--- config.mk ---
export PLATFORM = sky130hd
export DESIGN_NAME = mux_2to1_reg
export DESIGN_NICKNAME = d
export VERILOG_FILES = /design/src/rtl/mux_2to1_reg.sv
export SDC_FILE = /design/constraint.sdc
export NUM_CORES = 1
export LEC_CHECK = 0
export ABC_AREA = 1
export CORE_UTILIZATION = 32
export DETAILED_ROUTE_END_ITERATION = 8
export PLACE_DENSITY = 0.77
export SYNTH_ARGS = -nofsm -noshare
export SYNTH_HDL_FRONTEND = slang
export SYNTH_SLANG_ARGS = --single-unit
--- constraint.sdc ---
create_clock -name clk -period 0.8 [get_ports clk]
set_input_delay 0.2 -clock clk [delete_from_list [all_inputs] [get_ports clk]]
set_output_delay 0.2 -clock clk [all_outputs]
set_load 0.05 [all_outputs]
--- src/rtl/mux_2to1_reg.sv ---
// mux_2to1_reg: registered 2-to-1 operand selector with enable and a flopped copy of the select.
module mux_2to1_reg #(
    parameter int               WIDTH     = 8,
    parameter logic [WIDTH-1:0] RESET_VAL = '0
) (
    input  logic             clk,
    input  logic             rst_n,
    input  logic             en,
    input  logic             sel,
    input  logic [WIDTH-1:0] in0,
    input  logic [WIDTH-1:0] in1,
    output logic [WIDTH-1:0] out,
    output logic             out_sel
);
    logic [WIDTH-1:0] out_d, out_q;
    logic             out_sel_d, out_sel_q;

    if (WIDTH < 1) begin : g_bad_width
        $error("mux_2to1_reg: WIDTH must be at least 1");
    end

    always_comb begin
        out_d     = en ? (sel ? in1 : in0) : out_q;
        out_sel_d = en ? sel : out_sel_q;
    end

    always_ff @(posedge clk or negedge rst_n) begin
        if (!rst_n) begin
            out_q     <= RESET_VAL;
            out_sel_q <= 1'b0;
        end else begin
            out_q     <= out_d;
            out_sel_q <= out_sel_d;
        end
    end

    assign out     = out_q;
    assign out_sel = out_sel_q;
endmodule

==> flow_metrics.tcl, run 1 <==
set metrics [dict create \
    grt_pass1_vias 523 \
    layout-drive-gt1-share 0.330 \
    synth.cell_area_um2 490 \
    core_region_area_um2 1370 \
    cp_slowest_cell "dfrtp_2" \
    tightestPinTransition_ns 0.193 \
    initial_utilization 0.359 \
    finalCritPeriodShare 1.30 \
    clockBufferDepth 2 \
    path_buf_inv 1 \
    maxCapViolations 0 \
    antenna_found_initial 0 \
    drt_iter0_markers 10 \
    crit_family "flip-flops" \
    cp.arrival_ns 0.84 \
    clock_latency_ns 0.26 \
    slowest_delay_ns 0.43 \
    htreeDepth 1 \
    crit_type "register to output port" \
    postRouteAntennaNets 0 \
    synth.avg_cell_area_um2 6.91 \
    layout_common_cells "32 x nand2_1, 17 x clkdlybuf4s50_1, 10 x inv_1, 10 x buf_12, 9 x dfrtp_2" \
    power_w 0.00155 \
    synthDominantCellAreaShare 0.459 \
    synthDistinctLibCells 11 \
    cts_tree "done" \
    vias 534 \
    cts_sinks 9 \
    dr.pass1.iters 4 \
    synth_top_area_cell "dfrtp_1" \
    critPathRequiredTime_ns 0.60 \
    final_common_cell "nand2_1" \
    rr_worst_depth 3 \
    vias_per_cell 4.41 \
    worstSetupStartpoint "out[1]$_DFFE_PN0P_" \
    r2r_end "out[0]$_DFFE_PN0P_" \
    yosysSeqAreaShare 0.459 \
    ys_top_cells_by_area "dfrtp_1 46%, nand2_1 24%, nand3_1 8.2%" \
    io_buffers 28 \
    fmax_mhz 961 \
    areaGrowthSynthToFinish_pct 93.1 \
    utilization 0.693 \
    path_cells "buf_12" \
    hpwl_um 943 \
    ir_worst_vdd_mv 0.835 \
    crit_fanout 2 \
    run_status "complete, but fails checks" \
    final_nets 127 \
    min_path_type "input port to async pin" \
    setup_ws_ns -0.240 \
    clk_pin_slew_worst_paths_ns 0.07 \
    reg2reg_slack_ns 0.04 \
    grt_pass1_wl_um 2050 \
    routedWlPerCell_um 10.6 \
    clockRootBuffer "clkbuf_4" \
    post-route-drc-count 0 \
    maxSlewViolCount 0 \
    antenna_cells 0 \
    end_kind "output port" \
    leakagePower_nw 0.496 \
    synth.ff_latch_count 9 \
    die_x_um 41.2 \
    cts_made_buffers 3 \
    grt-ovfl-total 0 \
    reg2reg_from "out[0]$_DFFE_PN0P_" \
    startpoint_type "register" \
    cp.depth 1 \
    gp_congestion 0.738 \
    fillers 103 \
    hold_violations 0 \
    dieArea_um2 1690 \
    grt.total_usage 0.191 \
    finalWirelength_um 1290 \
    grt_max_degree 11 \
    yosysWarnings 0 \
    violations "negative setup slack" \
    synthCells 71 \
    setup_viol 9 \
    fin_crit_ns 1.04 \
    power.density_nw_per_um2 1630 \
    worst_slew_margin_rel 0.871 \
    rsz0062_at_grt "true" \
    finClkSkew_ns 0 \
    syn-num-nets 91 \
    die_y_um 41.2 \
    row_count 13 \
    num_io_pins 29 \
]
[synthesized netlist by cell type, drive strengths merged]
| library cell | n |
|---|---|
| nand2 | 33 |
| inv | 18 |
| dfrtp | 9 |
| nand3 | 8 |
| buf | 2 |
| o21ai | 1 |
[worst reg2reg max path, cell delays in order, from the launching register on]
cell and delay [ns]:
dfrtp_2 0.42, buf_4 0.13, nand2_1 0.05, nand2_1 0.04
[registers in the layout (all words and copies together) (netlist names)]
| name | cells |
|---|---|
| out | 8 |
| out_sel | 1 |
[repair_timing]
item / 4_1_cts / 5_1_grt
resized for setup: 3 / 0
pin swaps: 0 / 0
hold buffers: 0 / 0
buffers inserted: 1 / 0
gates cloned: 1 / 0
endpoints found under the setup margin: 18 / 9
[where the power goes]
part	internal (W)	total [W]	switching, W	leakage, nW
Sequential	0.000512	0.000564	0.0000516	0.0982
Combinational	0.000325	0.000623	0.000298	0.383
Clock	0.000193	0.000362	0.000169	0.0150
[kinds of logic (layout without fill, tap and decap cells)]
group                  Yosys count  in the layout  share of synthesized area
AND/OR/NAND/NOR                 41             41                      0.339
buffers and inverters           20             55                      0.191
flip-flops                       9              9                      0.459
AO/OA/AOI/OAI                    1              1                     0.0102
[metrics by stage]
step           area, µm²  std cells  hold WS, ns  setup WS [ns]  setup TNS [ns]
3_3_place_gp         907        115        0.511         -0.343           -2.95
5_1_grt              947        121        0.256         -0.268           -2.29
3_5_place_dp         907        115        0.512         -0.362           -3.13
6_report             947        121        0.253         -0.240           -2.12
4_1_cts              947        121        0.259         -0.241           -2.15
2_1_floorplan        502         71      -0.0956         0.0388               0
[metal layers]
metal,share of wire,GRT usage
met3,0.051,0.0163
met5,0,0
met2,0.47,0.324
met1,0.46,0.228
met4,0.021,0.121
[how the worst max path moves through the flow]
stage | endpoint | slack [ns]
2_1_floorplan | out_sel$_DFFE_PN0P_ | 0.04
3_3_place_gp | out[0]$_DFFE_PN0P_ | -0.34
3_5_place_dp | out[6]$_DFFE_PN0P_ | -0.36
4_1_cts | out[6] | -0.24
5_1_grt | out[1] | -0.27
6_report | out[1] | -0.24
[area by class of cell]
class	instances	area, µm²	area share
Multi-Input combinational cell	42	171	0.181
Inverter	18	75.1	0.0793
Tap cell	15	18.8	0.0198
Clock buffer	4	26.3	0.0277
Timing Repair Buffer	33	419	0.443
Sequential cell	9	236	0.250
Power figures use the tool's default switching activity.
==> run 2: changes to the inputs <==
Settings changed: CORE_AREA set to 5 5 42 44, CORE_UTILIZATION 32 to unset, DIE_AREA set to 0 0 47 49, PLACE_DENSITY 0.77 to 0.83.
Clock period 0.8 ns to 1.3 ns, I/O delays scaled along.
==> flow_metrics.tcl, run 2 (synthesis gave the netlist of run 1 again) <==
set metrics [dict create \
    slowest_delay_ns 0.42 \
    ir_worst_vdd_mv 0.644 \
    postCtsSetupBuffers 0 \
    leakagePower_nw 0.489 \
    dr.max_layer_used "met4" \
    met2_length_um 534 \
    finalWirelength_um 1240 \
    end_kind "output port" \
    io_buffers 28 \
    maxCapViolations 0 \
    hold_violations 0 \
    tightestPinTransition_ns 0.400 \
    grt.total_usage 0.124 \
    antenna_found_initial 0 \
    path_buf_inv 1 \
    crit_type "register to output port" \
    row_count 14 \
    gp_congestion 0.893 \
    hpwl_um 1030 \
    critPathRequiredTime_ns 0.98 \
    finClkSkew_ns 0 \
    dieArea_um2 2300 \
    fin_crit_ns 1.18 \
    setup_viol 0 \
    layout-drive-gt1-share 0.231 \
    die_x_um 47 \
    wl_met1_um 503 \
    areaGrowthSynthToFinish_pct 85.7 \
    routedWlPerCell_um 10.3 \
    final_nets 125 \
    utilization 0.650 \
    cts_tree "done" \
    initial_utilization 0.350 \
    fmax_mhz 849 \
    postRouteAntennaNets 0 \
    grt_max_degree 11 \
    whs_ns 0.350 \
    crit_family "flip-flops" \
    clockBufferDepth 2 \
    grt-ovfl-total 0 \
    htreeDepth 1 \
    run_status "complete, no violations" \
    clock_latency_ns 0.27 \
    maxSlewViolCount 0 \
    clockRootBuffer "clkbuf_4" \
    worst_slew_margin_rel 0.733 \
    layout_common_cells "32 x nand2_1, 19 x clkdlybuf4s50_1, 10 x inv_1" \
    min_path_type "input port to async pin" \
    cts_sinks 9 \
    largest_register_ff_count 8 \
    cp.arrival_ns 0.85 \
    vias_per_cell 4.41 \
    rsz0062_at_grt "false" \
    cts_resized 0 \
    post-route-drc-count 0 \
    finalCritPeriodShare 0.906 \
    dr.pass1.iters 4 \
    cp_slowest_cell "dfrtp_1" \
    core_region_area_um2 1400 \
    num_io_pins 29 \
    path_cells "buf_12" \
    wl_met3_um 174 \
    final_common_cell "nand2_1" \
    drt_iter0_markers 7 \
    die_y_um 49 \
    cts_hold_buffers 0 \
    grt_pass1_wl_um 2090 \
    vias 529 \
    startpoint_type "register" \
    clk_pin_slew_worst_paths_ns 0.06 \
    fin_setup_tns_ns 0 \
    power.density_nw_per_um2 1020 \
    antenna_cells 0 \
    cts_made_buffers 3 \
    crit_fanout 2 \
    grt_pass1_vias 501 \
]
[run 2: worst paths after layout]
path / startpoint / end / slack [ns] / cells past startpoint
max in group asynchronous: rst_n / out_sel$_DFFE_PN0P_ / 0.67 / 1
worst max-delay path: out[4]$_DFFE_PN0P_ / out[4] / 0.12 / 1
worst min-delay path: rst_n / out[1]$_DFFE_PN0P_ / 0.35 / 1
worst max register to register: out[4]$_DFFE_PN0P_ / out[4]$_DFFE_PN0P_ / 0.64 / 2
worst min register to register: out[2]$_DFFE_PN0P_ / out[2]$_DFFE_PN0P_ / 0.55 / 2
min in group clk: out[2]$_DFFE_PN0P_ / out[2]$_DFFE_PN0P_ / 0.55 / 2
[run 2: power breakdown]
group,internal (W),switching [W],total (W)
clock network,0.000119,0.000102,0.000221
logic,0.000191,0.000179,0.000370
registers,0.000309,0.0000324,0.000342
total,0.000619,0.000313,0.000933
[run 2: worst reg2reg max path, delay by kind of cell, from the launching register on]
family / cells / cell delay (ns)
simple gates: 2 / 0.13
flops: 1 / 0.42
[run 2: layout make-up]
class	instances	area [µm²]
Fill cell	117	490
Timing Repair Buffer	31	393
Sequential cell	9	225
Multi-Input combinational cell	42	171
Inverter	18	75.1
Clock buffer	4	26.3
Tap cell	16	20.0
[run 2: metal layers]
layer | track usage | up-vias
li1 | - | 270
met1 | 0.163 | 227
met2 | 0.170 | 28
met3 | 0.0480 | 4
met4 | 0.0691 | 0
met5 | 0 | -
[run 2: per-stage QoR]
step | area [µm²] | setup WS [ns] | total power [W] | cells
finish | 911 | 0.122 | 0.000933 | 120
global route | 911 | 0.0901 | 0.000978 | 120
CTS | 911 | 0.122 | 0.000940 | 120
detailed placement | 885 | 0.00665 | 0.000719 | 116
global placement | 885 | 0.0419 | 0.000715 | 116
floorplan | 490 | 0.375 | 0.000500 | 71
